$ cat src/rtl/regfile.sv
// swt16 general-purpose register file: one writeback port, two registered read ports with bypass, busy scoreboard.
// Read latency is 1 cycle and a same-edge write is bypassed; there is no back-pressure, so every write is accepted.
module regfile #(
    parameter int IALU_WORD_WIDTH = 16,
    parameter int REG_IDX_WIDTH   = 4
) (
    input  logic                       clock,
    input  logic                       reset,
    input  logic                       in_act_write_res_to_reg,
    input  logic [IALU_WORD_WIDTH-1:0] in_res,
    input  logic [REG_IDX_WIDTH-1:0]   in_res_reg_idx,
    input  logic [REG_IDX_WIDTH-1:0]   in_rd_idx_a,
    input  logic [REG_IDX_WIDTH-1:0]   in_rd_idx_b,
    input  logic                       in_stall,
    input  logic                       in_act_mark_busy,
    input  logic [REG_IDX_WIDTH-1:0]   in_mark_reg_idx,
    output logic [IALU_WORD_WIDTH-1:0] out_val_a,
    output logic [IALU_WORD_WIDTH-1:0] out_val_b,
    output logic                       out_busy_a,
    output logic                       out_busy_b
);

    localparam int NREGS = 1 << REG_IDX_WIDTH;

    logic [IALU_WORD_WIDTH-1:0] regs [NREGS];
    logic [NREGS-1:0]           busy;
    logic [NREGS-1:0]           busy_next;
    logic [REG_IDX_WIDTH-1:0]   idx_a_q;
    logic [REG_IDX_WIDTH-1:0]   idx_b_q;
    logic [REG_IDX_WIDTH-1:0]   sel_a;
    logic [REG_IDX_WIDTH-1:0]   sel_b;
    logic                       hit_a;
    logic                       hit_b;
    logic [IALU_WORD_WIDTH-1:0] rd_a;
    logic [IALU_WORD_WIDTH-1:0] rd_b;

    always_comb begin
        sel_a = in_stall ? idx_a_q : in_rd_idx_a;
        sel_b = in_stall ? idx_b_q : in_rd_idx_b;
    end

    // Mark is applied after clear so a re-issued producer keeps the register busy.
    always_comb begin
        busy_next = busy;
        if (in_act_write_res_to_reg) begin
            busy_next[in_res_reg_idx] = 1'b0;
        end
        if (in_act_mark_busy) begin
            busy_next[in_mark_reg_idx] = 1'b1;
        end
    end

    always_comb begin
        hit_a = in_act_write_res_to_reg && (in_res_reg_idx == sel_a);
        hit_b = in_act_write_res_to_reg && (in_res_reg_idx == sel_b);
        rd_a  = hit_a ? in_res : regs[sel_a];
        rd_b  = hit_b ? in_res : regs[sel_b];
    end

    always_ff @(posedge clock or posedge reset) begin
        if (reset) begin
            for (int i = 0; i < NREGS; i++) begin
                regs[i] <= '0;
            end
        end else if (in_act_write_res_to_reg) begin
            regs[in_res_reg_idx] <= in_res;
        end
    end

    // Outputs refresh even while stalled so a held operand tracks mid-stall writeback.
    always_ff @(posedge clock or posedge reset) begin
        if (reset) begin
            busy       <= '0;
            idx_a_q    <= '0;
            idx_b_q    <= '0;
            out_val_a  <= '0;
            out_val_b  <= '0;
            out_busy_a <= 1'b0;
            out_busy_b <= 1'b0;
        end else begin
            busy       <= busy_next;
            out_val_a  <= rd_a;
            out_val_b  <= rd_b;
            out_busy_a <= busy_next[sel_a];
            out_busy_b <= busy_next[sel_b];
            if (!in_stall) begin
                idx_a_q <= in_rd_idx_a;
                idx_b_q <= in_rd_idx_b;
            end
        end
    end

endmodule

$ cat config.mk
export PLATFORM = sky130hd
export DESIGN_NAME = regfile
export DESIGN_NICKNAME = d
export VERILOG_FILES = /design/src/rtl/regfile.sv
export SDC_FILE = /design/constraint.sdc
export NUM_CORES = 1
export LEC_CHECK = 0
export CORE_UTILIZATION = 30
export DETAILED_ROUTE_END_ITERATION = 8
export HOLD_SLACK_MARGIN = 0.15
export PLACE_DENSITY = 0.44
export SLEW_MARGIN = 5
export SYNTH_ARGS = -nofsm -noshare
export SYNTH_HDL_FRONTEND = slang
export SYNTH_SLANG_ARGS = --single-unit
$ cat constraint.sdc
create_clock -name clock -period 21.3 [get_ports clock]
set_input_delay 5.325 -clock clock [delete_from_list [all_inputs] [get_ports clock]]
set_output_delay 5.325 -clock clock [all_outputs]
set_load 0.005 [all_outputs]
# After elaboration in Yosys (flattened, before gate mapping)
# Index checks and enable logic that the tools add are counted.
[totals]
regBits = 314
input_bits = 37
output_inout_bits = 34
elab_cells = 69
[classes]
order_cmp = 10
eq_ne = 2
muxes = 23
n_bitwise = 6
reduce_logical = 5
[ops]
columns = ["op", "count"]
rows = [
  ["256-bit bitwise mux", 1],
  ["16-bit 2-to-1 mux", 9],
  ["16-bit binary-select mux with 4-bit select", 2],
  ["16-bit demux with 4-bit select", 1],
  ["4-bit by 5-bit less-than comparator with 1-bit output, second input constant", 4],
  ["16-bit bitwise AND", 1],
  ["16-bit inverter", 1],
  ["16-bit bitwise OR", 1],
  ["5-bit >= comparator, second input constant", 3],
  ["4-bit inverter with 5-bit output", 3],
  ["1-bit binary-select mux with 4-bit select", 2],
  ["1-bit demux with 4-bit select", 2],
  ["4-bit equality test", 2],
  ["4-bit by 1-bit >= comparator with 1-bit output, second input constant", 2],
  ["4-bit 2-to-1 mux", 2],
  ["1-bit logical AND", 5],
  ["5-bit by 1-bit less-than comparator with 1-bit output, second input constant", 1],
  ["1-bit 2-to-1 mux", 4],
]

# Logic depth before layout (Yosys ltp)
# Gate-level depths: netlist of run 1.
[logic_depth]
ltp_word = 11
depth_mapped = 12
ltp_nobuf = 7

# Worst setup path before layout of run 1
# OpenSTA, ideal clock, no wires.
[synth_path]
kind = "input -> register"
from = "input in_res_reg_idx[1]"
to = "register out_busy_a"
setup_ns = 0.124
t_arrival_ns = 7.069
t_required_ns = 21.176
setup_slack_ns = 14.107
cell_stages = 8
cell_sequence = "buf_2 > or3b_4 > or3_1 > buf_2 > a22oi_4 > a221o_1 > o211ai_1 > a211o_1"
[synth_between]
elab_chain_len = 11
[synth_rtl]
columns = ["element", "line_no", "source"]
rows = [
  ["start: declaration", "11", "input logic [REG_IDX_WIDTH-1:0] in_res_reg_idx,"],
  ["4-bit by 5-bit less-than comparator with 1-bit output (not written as such) or 4-bit by 1-bit >= comparator with 1-bit output (tied branches)", "46", "busy_next[in_res_reg_idx] = 1'b0;"],
  ["1-bit logical AND (not written as such)", "46", ""],
  ["1-bit 2-to-1 mux (not written as such)", "46", ""],
  ["1-bit demux with 4-bit select (*)", "46", ""],
  ["16-bit inverter (no line) (*)", "n/a", ""],
  ["16-bit bitwise AND (no line) (*)", "n/a", ""],
  ["16-bit 2-to-1 mux (*)", "45", "if (in_act_write_res_to_reg) begin"],
  ["16-bit bitwise OR (no line)", "n/a", ""],
  ["16-bit 2-to-1 mux (*)", "48", "if (in_act_mark_busy) begin"],
  ["1-bit binary-select mux with 4-bit select (*)", "84", "out_busy_a <= busy_next[sel_a];"],
  ["1-bit 2-to-1 mux (not written as such) (*)", "84", ""],
  ["end signal: assignment", "84", ""],
  ["end: declaration", "19", "output logic out_busy_a,"],
]
# Mark *: on every way between the ends. The rest lies on a longest branch, timed or not. The select of a mux whose other input is x is not followed.
# A chain may end at the register's enable or synchronous reset.

# Worst setup path after layout of run 1
[layout_path]
from = "input in_stall"
to = "register out_val_a[2]"
[layout_between]
elab_chain_len = 6
[layout_rtl]
columns = ["element", "line_no", "source"]
rows = [
  ["start: declaration", "14", "input logic in_stall,"],
  ["4-bit 2-to-1 mux (*)", "n/a", ""],
  ["4-bit inverter with 5-bit output (not written as such)", "56", "rd_a = hit_a ? in_res : regs[sel_a];"],
  ["16-bit binary-select mux with 4-bit select", "56", ""],
  ["16-bit 2-to-1 mux (not written as such) (2 in a row)", "56", ""],
  ["16-bit 2-to-1 mux (*)", "56", ""],
  ["named net rd_a[2]", "34", "logic [IALU_WORD_WIDTH-1:0] rd_a;"],
  ["end signal: assignment", "82", "out_val_a <= rd_a;"],
  ["end: declaration", "17", "output logic [IALU_WORD_WIDTH-1:0] out_val_a,"],
]
# The timed path passes the listed nets; every way through them passes the cells marked *. The select of a mux whose other input is x is not followed.

==> results of run 1 <==
## logic make-up after synthesis
family	after synthesis	share of synthesized area (%)
xor+xnor	8	0.415
flops	314	46.5
simple gates	1012	26.1
compound gates	128	5.68
mux	257	17.2
buf+inv	173	4.09
## stage by stage
step / setup WS [ns] / instances / area (um^2) / hold WS (ns) / utilization, %
5_1_grt: 11.48 / 2652 / 19500 / 0.534 / 35.3
3_3_place_gp: 11.35 / 2584 / 18300 / 0.485 / 33.0
3_5_place_dp: 11.21 / 2584 / 18300 / 0.490 / 33.0
2_1_floorplan: 7.29 / 1892 / 16900 / 0.457 / -
4_1_cts: 11.77 / 2652 / 19500 / 0.505 / 35.3
6_report: 11.74 / 2652 / 19500 / 0.503 / 35.3
## sequential cells by signal, summed over array words and instances (netlist names)
signal,cells
out_val_a,16
out_val_b,16
idx_b_q,4
out_busy_b,1
busy,16
regs,256
idx_a_q,4
out_busy_a,1
## cells in the mapped netlist, drive strengths merged, types with 3 or more instances
library cell,n
nand3,358
o21ai,52
nand4,31
and3,4
mux2i,7
a221oi,6
or3,4
nor3,4
clkbuf,102
xnor2,8
nand2b,4
o221a,31
buf,57
dfrtp,314
a21oi,13
inv,13
a31oi,3
nor2,16
mux2,250
nand2,580
## final cells by class
class                   count  share of cell area [%]
repair buffers            103                    4.85
well taps                 748                    4.79
inverters                  14                   0.314
clock buffers              55                    5.98
flip-flops and latches    314                    40.2
clock inverters            13                   0.621
multi-input cells        1405                    43.2
## cell usage in the layout (no fill, tap or decap), drive strengths merged, types with 3 or more instances in the layout
master,count
clkbuf,55
nand3,358
mux2i,7
or3,4
mux2,250
nor2,16
a221oi,6
a21oi,13
xnor2,8
inv,13
nand4,31
nand2b,4
nor3,4
a31oi,3
dfrtp,314
clkinv,11
clkdlybuf4s50,70
o221a,31
buf,33
nand2,580
and3,4
o21ai,52
## worst paths after layout
path | end | slack [ns] | start | depth (start not counted)
max in group asynchronous | regs[207]$_DFFE_PP0P_ | 13.53 | reset | 4
min | busy[8]$_DFF_PP0_ | 0.50 | busy[8]$_DFF_PP0_ | 2
min reg2reg | busy[8]$_DFF_PP0_ | 0.50 | busy[8]$_DFF_PP0_ | 2
min in group asynchronous | regs[1]$_DFFE_PP0P_ | 5.32 | reset | 2
max reg2reg | out_val_b[7]$_DFF_PP0_ | 17.46 | idx_b_q[2]$_DFF_PP0_ | 7
max | out_val_a[2]$_DFF_PP0_ | 11.74 | in_stall | 8
## where the power goes
group          internal [uW]  switching (uW)  total (uW)
Combinational            218             265         482
Sequential               734             104         838
Clock                    405             270         675
Total                   1360             639        2000
## worst max-delay path: cells and delay by family
kind | cells | cell delay [ns]
AOI/OAI and AO/OA | 1 | 0.36
xor gates and xnor gates | 1 | 0.30
buffers and inverters | 3 | 2.02
muxes | 1 | 0.34
and+or+nand+nor | 2 | 1.64
## routing by layer
metal | GRT usage (%) | wire length (um)
met5 | 0 | 0
met4 | 7.36 | 1680
met3 | 3.38 | 4230
met2 | 33.7 | 27600
met1 | 31.0 | 28300
==> results.sh, run 1 <==
export IMPL_synth_warnings=0
export IMPL_slew_violations=0
export IMPL_synth_area_leader_cell="dfrtp_1"
export IMPL_ys_ff_latch=314
export IMPL_gp_congestion=0.796
export IMPL_p_leak_uw=0.00842
export IMPL_power_density_nw_per_um2=102
export IMPL_setup_total_negative_slack_ns=0
export IMPL_critPathMaxStageDelay_ns=1.19
export IMPL_initial_core_util_pct=30.5
export IMPL_synth_area_um2=16900
export IMPL_synth_edf_count=0
export IMPL_clkTransAtPathRegs_ns=0.05
export IMPL_die_h_um=239
export IMPL_seqCellArea_um2=7860
export IMPL_synth_top_flop_cell="dfrtp_1"
export IMPL_firstDrtPassIters=7
export IMPL_drc_errors=0
export IMPL_multiInputGateArea_um2=8450
export IMPL_design_core_area_um2=55300
export IMPL_rsz0062_at_grt="no"
export IMPL_cp_start_kind="input pin"
export IMPL_final_layout_size_suffix_gt1_share_pct=21.4
export IMPL_drtIter0Drc=1337
export IMPL_grt_pass1_vias=14107
export IMPL_netlist_instances=1892
export IMPL_h_tree_depth=2
export IMPL_final_min_clock_period_ns=9.56
export IMPL_grt_start_max_net_pins=104
export IMPL_clock_sinks=314
export IMPL_fillers=5685
export IMPL_routedWlPerCell_um=23.3
export IMPL_slew_headroom_pct=22.3
export IMPL_antenna_cells=0
export IMPL_syn_num_nets=1929
export IMPL_synthTopCellsByArea="dfrtp_1, mux2_2, nand2_1"
export IMPL_viasPerCell=5.48
export IMPL_antenna_found_initial=0
export IMPL_cts_resized=0
export IMPL_clockRootBuffer="clkbuf_16"
export IMPL_synthDistinctLibCells=47
export IMPL_numPortBuffers=70
export IMPL_worstPathArrival_ns=10.04
export IMPL_critPathRequiredTime_ns=21.79
export IMPL_die_area_um2=57200
export IMPL_finalPower_uw=2000
export IMPL_path_max_fanout=33
export IMPL_clk_latency_ns=0.56
export IMPL_clockBufferDepth=3
export IMPL_critical_path_class="in -> reg"
export IMPL_fin_crit_sh_pct=44.9
export IMPL_async_flop_share_pct=100
export IMPL_grt_first_pass_wirelength_um=93100
export IMPL_area_delta_synth_final_pct=15.8
export IMPL_finalHoldViolations=0
export IMPL_cp_end_kind="register"
export IMPL_nets=1914
export IMPL_setup_viol=0
export IMPL_postCtsSetupBuffers=0
export IMPL_row_count=86
export IMPL_worstMarginPinSlew_ns=1.16
export IMPL_num_vias=14529
export IMPL_seq_area_frac_synth_pct=46.5
export IMPL_hp_class="reg -> reg"
export IMPL_crit_chain="clkdlybuf4s50_1 -> mux2i_4 -> buf_4 -> inv_2 -> xnor2_1 -> nand3_2 -> nand2_1 -> o221a_2"
export IMPL_drt_wl_total_um=61800
export IMPL_die_x_um=239
export IMPL_status="completed"
export IMPL_slowest_stage="clkdlybuf4s50_1"
export IMPL_clock_skew_ns=0.0176
export IMPL_grt_usage_pct=21.9
export IMPL_cts_buffers=39
export IMPL_io_pin_count=71
export IMPL_avgSynthCellArea_um2=8.92
export IMPL_hold_buffers=0
export IMPL_detail_route_antenna_nets=0
export IMPL_dpl_hpwl_um=34600
export IMPL_ir_worst_vdd_v=0.0000477
export IMPL_cts_tree="yes"
export IMPL_gr_total_overflow=0
export IMPL_max_freq_mhz=105
export IMPL_drv_cap=0
export IMPL_yosysTopAreaCellShare_pct=46.5
No activity file was read; power rests on OpenSTA's default activity.
==> run 2: changes to the inputs <==
==> constraint.sdc (replaced) <==
create_clock -name clock -period 9.2 [get_ports clock]
set_input_delay 2.3 -clock clock [delete_from_list [all_inputs] [get_ports clock]]
set_output_delay 2.3 -clock clock [all_outputs]
set_load 0.005 [all_outputs]
==> run 2 against run 1 <==
Against the previous run:
- critical path depth is 1 higher
- setup slack worse by 8.6 ns
- sequential share of layout area hardly changed
- critical path type unchanged
==> results.sh, run 2 (synthesis gave the netlist of run 1 again) <==
export IMPL_slew_headroom_pct=17.9
export IMPL_hp_class="reg -> reg"
export IMPL_holdPathStages=2
export IMPL_io_pin_count=71
export IMPL_dpl_hpwl_um=33000
export IMPL_worstMarginPinSlew_ns=1.23
export IMPL_slowest_stage="clkdlybuf4s50_1"
export IMPL_firstDrtPassIters=5
export IMPL_placed_cells=2588
export IMPL_grt_pass1_vias=14146
export IMPL_cts_tree="yes"
export IMPL_max_freq_mhz=166
export IMPL_crit_chain="clkdlybuf4s50_1 -> mux2i_4 -> buf_4 -> xnor2_1 -> nor3_1 -> nand3_2 -> buf_4 -> nand2_1 -> o221a_2"
export IMPL_crit_top_cell="buf_4"
export IMPL_power_density_nw_per_um2=234
export IMPL_clock_skew_ns=0.0122
export IMPL_die_x_um=239
export IMPL_fillers=5693
export IMPL_drv_cap=0
export IMPL_final_cell_mix="nand2_1, nand3_1, dfrtp_1"
export IMPL_hold_end="busy[8]$_DFF_PP0_"
export IMPL_clkTransAtPathRegs_ns=0.06
export IMPL_clockRootBuffer="clkbuf_16"
export IMPL_row_count=86
export IMPL_grt_usage_pct=22.0
export IMPL_critPathRequiredTime_ns=9.64
export IMPL_setup_viol=0
export IMPL_layoutNonFillerInstCount=2657
export IMPL_worst_path_buf_inv=3
export IMPL_cts_buffers=39
export IMPL_drc_errors=0
export IMPL_slew_violations=0
export IMPL_finalHoldViolations=0
export IMPL_largest_reg_flops=256
export IMPL_fin_crit_sh_pct=65.6
export IMPL_antenna_cells=0
export IMPL_die_h_um=239
export IMPL_grt_start_max_net_pins=138
export IMPL_num_vias=14475
export IMPL_viasPerCell=5.45
export IMPL_status="completed"
export IMPL_reg2reg_slack_ns=5.93
export IMPL_cp_start_kind="input pin"
export IMPL_clk_latency_ns=0.56
export IMPL_routedWlPerCell_um=23.4
export IMPL_grt_first_pass_wirelength_um=93100
export IMPL_postCtsSetupBuffers=0
export IMPL_die_area_um2=57200
export IMPL_nets=1918
export IMPL_h_tree_depth=2
export IMPL_path_max_fanout=33
export IMPL_clockBufferDepth=3
export IMPL_layout_commonest_cell="nand2_1"
export IMPL_crit_family="buffers and inverters"
export IMPL_critical_path_class="in -> reg"
export IMPL_ir_worst_vdd_v=0.000114
export IMPL_initial_core_util_pct=30.5
export IMPL_setup_total_negative_slack_ns=0
export IMPL_p_leak_uw=0.00842
export IMPL_gp_congestion=0.781
export IMPL_min_from="busy[8]$_DFF_PP0_"
export IMPL_antenna_found_initial=0
export IMPL_finalPower_uw=4580
export IMPL_r2r_end="out_val_a[3]$_DFF_PP0_"
export IMPL_cts_resized=0
export IMPL_reg2reg_depth=8
export IMPL_final_layout_size_suffix_gt1_share_pct=21.4
export IMPL_critPathMaxStageDelay_ns=1.19
export IMPL_top_register="regs"
export IMPL_design_core_area_um2=55300
export IMPL_numPortBuffers=70
export IMPL_area_delta_synth_final_pct=15.7
export IMPL_rsz0062_at_grt="no"
export IMPL_startpoint="in_stall"
export IMPL_worstPathArrival_ns=6.47
export IMPL_gr_total_overflow=0
export IMPL_drtIter0Drc=1247
export IMPL_reg2reg_from="idx_a_q[3]$_DFF_PP0_"
export IMPL_detail_route_antenna_nets=0
export IMPL_clock_sinks=314
export IMPL_cp_end_kind="register"
export IMPL_final_min_clock_period_ns=6.03
export IMPL_hold_buffers=0
export IMPL_drt_wl_total_um=62300
==> run 2: cell type report <==
cell class	instances	area (um^2)	share of cell area, %
multi-input combinational	1405	8440	43.2
sequential	314	7860	40.2
clock buffer	58	1140	5.82
timing repair buffer	107	1000	5.13
tap	748	936	4.79
clock inverter	11	109	0.557
inverter	14	56.3	0.288
==> run 2: power breakdown <==
| part | internal (uW) | total [uW] | switching, uW |
|---|---|---|---|
| Sequential | 1700 | 1930 | 234 |
| Combinational | 507 | 1120 | 610 |
| Clock | 908 | 1530 | 622 |
==> run 2: worst max-delay path by stage <==
stage / end / slack [ns] / cells past startpoint
final: out_val_a[3]$_DFF_PP0_ / 3.17 / 9
after global routing: out_val_a[6]$_DFF_PP0_ / 3.01 / 9
after CTS: out_val_a[13]$_DFF_PP0_ / 3.21 / 9
after detailed placement: out_val_a[13]$_DFF_PP0_ / 2.63 / 9
after global placement: out_val_a[13]$_DFF_PP0_ / 2.70 / 9
after floorplan: busy[0]$_DFF_PP0_ / 2.72 / 1
==> run 2: worst min-delay path: cells and delay by family, from the launching register on <==
| family | cells | cell delay (ns) |
|---|---|---|
| flip-flops | 1 | 0.32 |
| AND/OR/NAND/NOR | 2 | 0.15 |
==> run 2: metal layers <==
| metal | vias to the layer above | track usage (%) | wire length, um |
|---|---|---|---|
| met5 | - | 0 | 0 |
| met4 | 0 | 7.13 | 1580 |
| met3 | 96 | 3.41 | 3930 |
| met2 | 527 | 34.3 | 27700 |
| met1 | 7352 | 31.0 | 29100 |
| li1 | 6500 | - | - |
==> run 2: stage by stage <==
step	worst slack, ns	hold WS (ns)	cell area [um^2]	util (%)
3_5_place_dp	2.63	0.483	18300	33.1
5_1_grt	3.01	0.528	19500	35.3
4_1_cts	3.21	0.497	19500	35.3
2_1_floorplan	2.72	0.457	16900	-
6_report	3.17	0.496	19500	35.3
3_3_place_gp	2.70	0.478	18300	33.1
==> run 3: changes to the inputs <==
==> constraint.sdc (replaced) <==
create_clock -name clock -period 5.9 [get_ports clock]
set_input_delay 1.475 -clock clock [delete_from_list [all_inputs] [get_ports clock]]
set_output_delay 1.475 -clock clock [all_outputs]
set_load 0.005 [all_outputs]
==> run 3 against run 2 <==
Against the previous run:
- global-route usage up 0.31 points
- critical path depth stayed put
- non-clock buffer count is 6 higher
- setup slack lost 1.5 ns
- sequential power rose by 57%
- combinational power is 57% higher
- count of clock-buffer cells in the layout is 5 higher
- critical endpoint is now out_val_b[3]$_DFF_PP0_
- largest cell class unchanged
==> results.sh, run 3 (synthesis gave the netlist of run 1 again) <==
export IMPL_status="completed"
export IMPL_max_freq_mhz=238
export IMPL_clockRootBuffer="clkbuf_16"
export IMPL_design_core_area_um2=55300
export IMPL_die_area_um2=57200
export IMPL_setup_viol=0
export IMPL_clkTransAtPathRegs_ns=0.06
export IMPL_hold_buffers=0
export IMPL_routedWlPerCell_um=23.7
export IMPL_grt_usage_pct=22.3
export IMPL_initial_core_util_pct=30.5
export IMPL_h_tree_depth=2
export IMPL_grt_start_max_net_pins=157
export IMPL_antenna_cells=0
export IMPL_cp_start_kind="input pin"
export IMPL_drtIter0Drc=1392
export IMPL_final_layout_size_suffix_gt1_share_pct=21.6
export IMPL_cts_resized=0
export IMPL_io_pin_count=71
export IMPL_num_vias=14548
export IMPL_area_delta_synth_final_pct=16.7
export IMPL_clock_sinks=314
export IMPL_path_max_fanout=53
export IMPL_gr_total_overflow=0
export IMPL_critical_path_class="in -> reg"
export IMPL_numPortBuffers=70
export IMPL_row_count=86
export IMPL_cp_end_kind="register"
export IMPL_worstMarginPinSlew_ns=1.18
export IMPL_detail_route_antenna_nets=0
export IMPL_ir_worst_vdd_v=0.000196
export IMPL_reg2reg_slack_ns=3.20
export IMPL_die_h_um=239
export IMPL_crit_chain="clkdlybuf4s50_1 -> mux2i_4 -> buf_4 -> buf_4 -> nand2_1 -> nand3_1 -> nand2_1 -> o21ai_0 -> o221a_2"
export IMPL_drv_cap=0
export IMPL_final_min_clock_period_ns=4.20
export IMPL_top_register="regs"
export IMPL_worstPathArrival_ns=4.71
export IMPL_slew_violations=0
export IMPL_layoutNonFillerInstCount=2662
export IMPL_critPathRequiredTime_ns=6.40
export IMPL_postCtsSetupBuffers=0
export IMPL_dpl_hpwl_um=34700
export IMPL_nets=1925
export IMPL_clock_skew_ns=0.0269
export IMPL_finalHoldViolations=0
export IMPL_critPathMaxStageDelay_ns=0.80
export IMPL_cts_tree="yes"
export IMPL_p_leak_uw=0.00849
export IMPL_gp_congestion=0.833
export IMPL_hp_class="reg -> reg"
export IMPL_viasPerCell=5.47
export IMPL_grt_pass1_vias=14264
export IMPL_cts_buffers=40
export IMPL_clockBufferDepth=3
export IMPL_slew_headroom_pct=21.5
export IMPL_drt_wl_total_um=63100
export IMPL_layout_commonest_cell="nand2_1"
export IMPL_fillers=5645
export IMPL_slowest_stage="clkdlybuf4s50_1"
export IMPL_placed_area_um2=18400
export IMPL_setup_total_negative_slack_ns=0
export IMPL_post_route_util_pct=35.6
export IMPL_grt_first_pass_wirelength_um=94600
export IMPL_rsz0062_at_grt="no"
export IMPL_drc_errors=0
export IMPL_placed_cells=2594
export IMPL_largest_reg_flops=256
export IMPL_antenna_found_initial=0
export IMPL_timing_hold_ws_ns=0.499
export IMPL_clk_latency_ns=0.58
export IMPL_fin_crit_sh_pct=71.3
export IMPL_power_density_nw_per_um2=366
export IMPL_postLayoutCellArea_um2=19700
export IMPL_final_cell_mix="nand2_1, nand3_1, dfrtp_1"
export IMPL_firstDrtPassIters=6
export IMPL_die_x_um=239
[run 3: changes by cell type in the layout (fill, tap and decap cells not counted)]
| cell | delta |
|---|---|
| bufinv_16 | -2 |
| nor2_4 | +2 |
| nor2_2 | -2 |
| clkbuf_8 | +3 |
| inv_6 | -1 |
| clkbuf_16 | +3 |
| buf_12 | +5 |
| buf_4 | +1 |
| clkinv_2 | -4 |
| clkinv_8 | +1 |
| clkbuf_1 | -1 |
[run 3: cell type report]
type                    count  area (um^2)  area share, %
clock buffers              63         1250           6.34
well taps                 748          936           4.75
repair buffers            113         1110           5.64
inverters                  14         56.3          0.286
multi-input cells        1405         8450           42.9
flip-flops and latches    314         7860           39.9
clock inverters             5         36.3          0.184
[run 3: per-stage QoR]
stage	total power (uW)	worst slack [ns]
final	7220	1.70
after global routing	7630	1.59
after CTS	7290	1.74
after detailed placement	4810	1.13
after global placement	4780	1.11
after floorplan	4140	0.242
[run 3: routing by layer]
layer | vias to the layer above | track usage (%) | routed length (um)
li1 | 6531 | - | -
met1 | 7386 | 31.5 | 29400
met2 | 540 | 34.4 | 28100
met3 | 91 | 3.81 | 3830
met4 | 0 | 7.13 | 1720
met5 | - | 0 | 0
[run 3: worst max-delay path, delay by kind of cell]
| kind | cells | cell delay, ns |
|---|---|---|
| buffers and inverters | 3 | 1.95 |
| AO/OA/AOI/OAI | 2 | 0.61 |
| multiplexers | 1 | 0.33 |
| AND/OR/NAND/NOR | 3 | 0.29 |
[run 3: worst paths after layout]
path                                       from                endpoint  cells past startpoint
min reg2reg                   busy[2]$_DFF_PP0_       busy[2]$_DFF_PP0_                      2
min in group asynchronous                 reset      busy[14]$_DFF_PP0_                      3
max reg2reg                idx_b_q[3]$_DFF_PP0_  out_val_b[3]$_DFF_PP0_                      8
max                                    in_stall  out_val_b[3]$_DFF_PP0_                      9
min                           busy[2]$_DFF_PP0_       busy[2]$_DFF_PP0_                      2
max in group asynchronous                 reset    regs[54]$_DFFE_PP0P_                      3
[run 3: power by group]
| group | switching (uW) | internal (uW) |
|---|---|---|
| registers | 380 | 2650 |
| logic | 954 | 804 |
| clock network | 986 | 1440 |
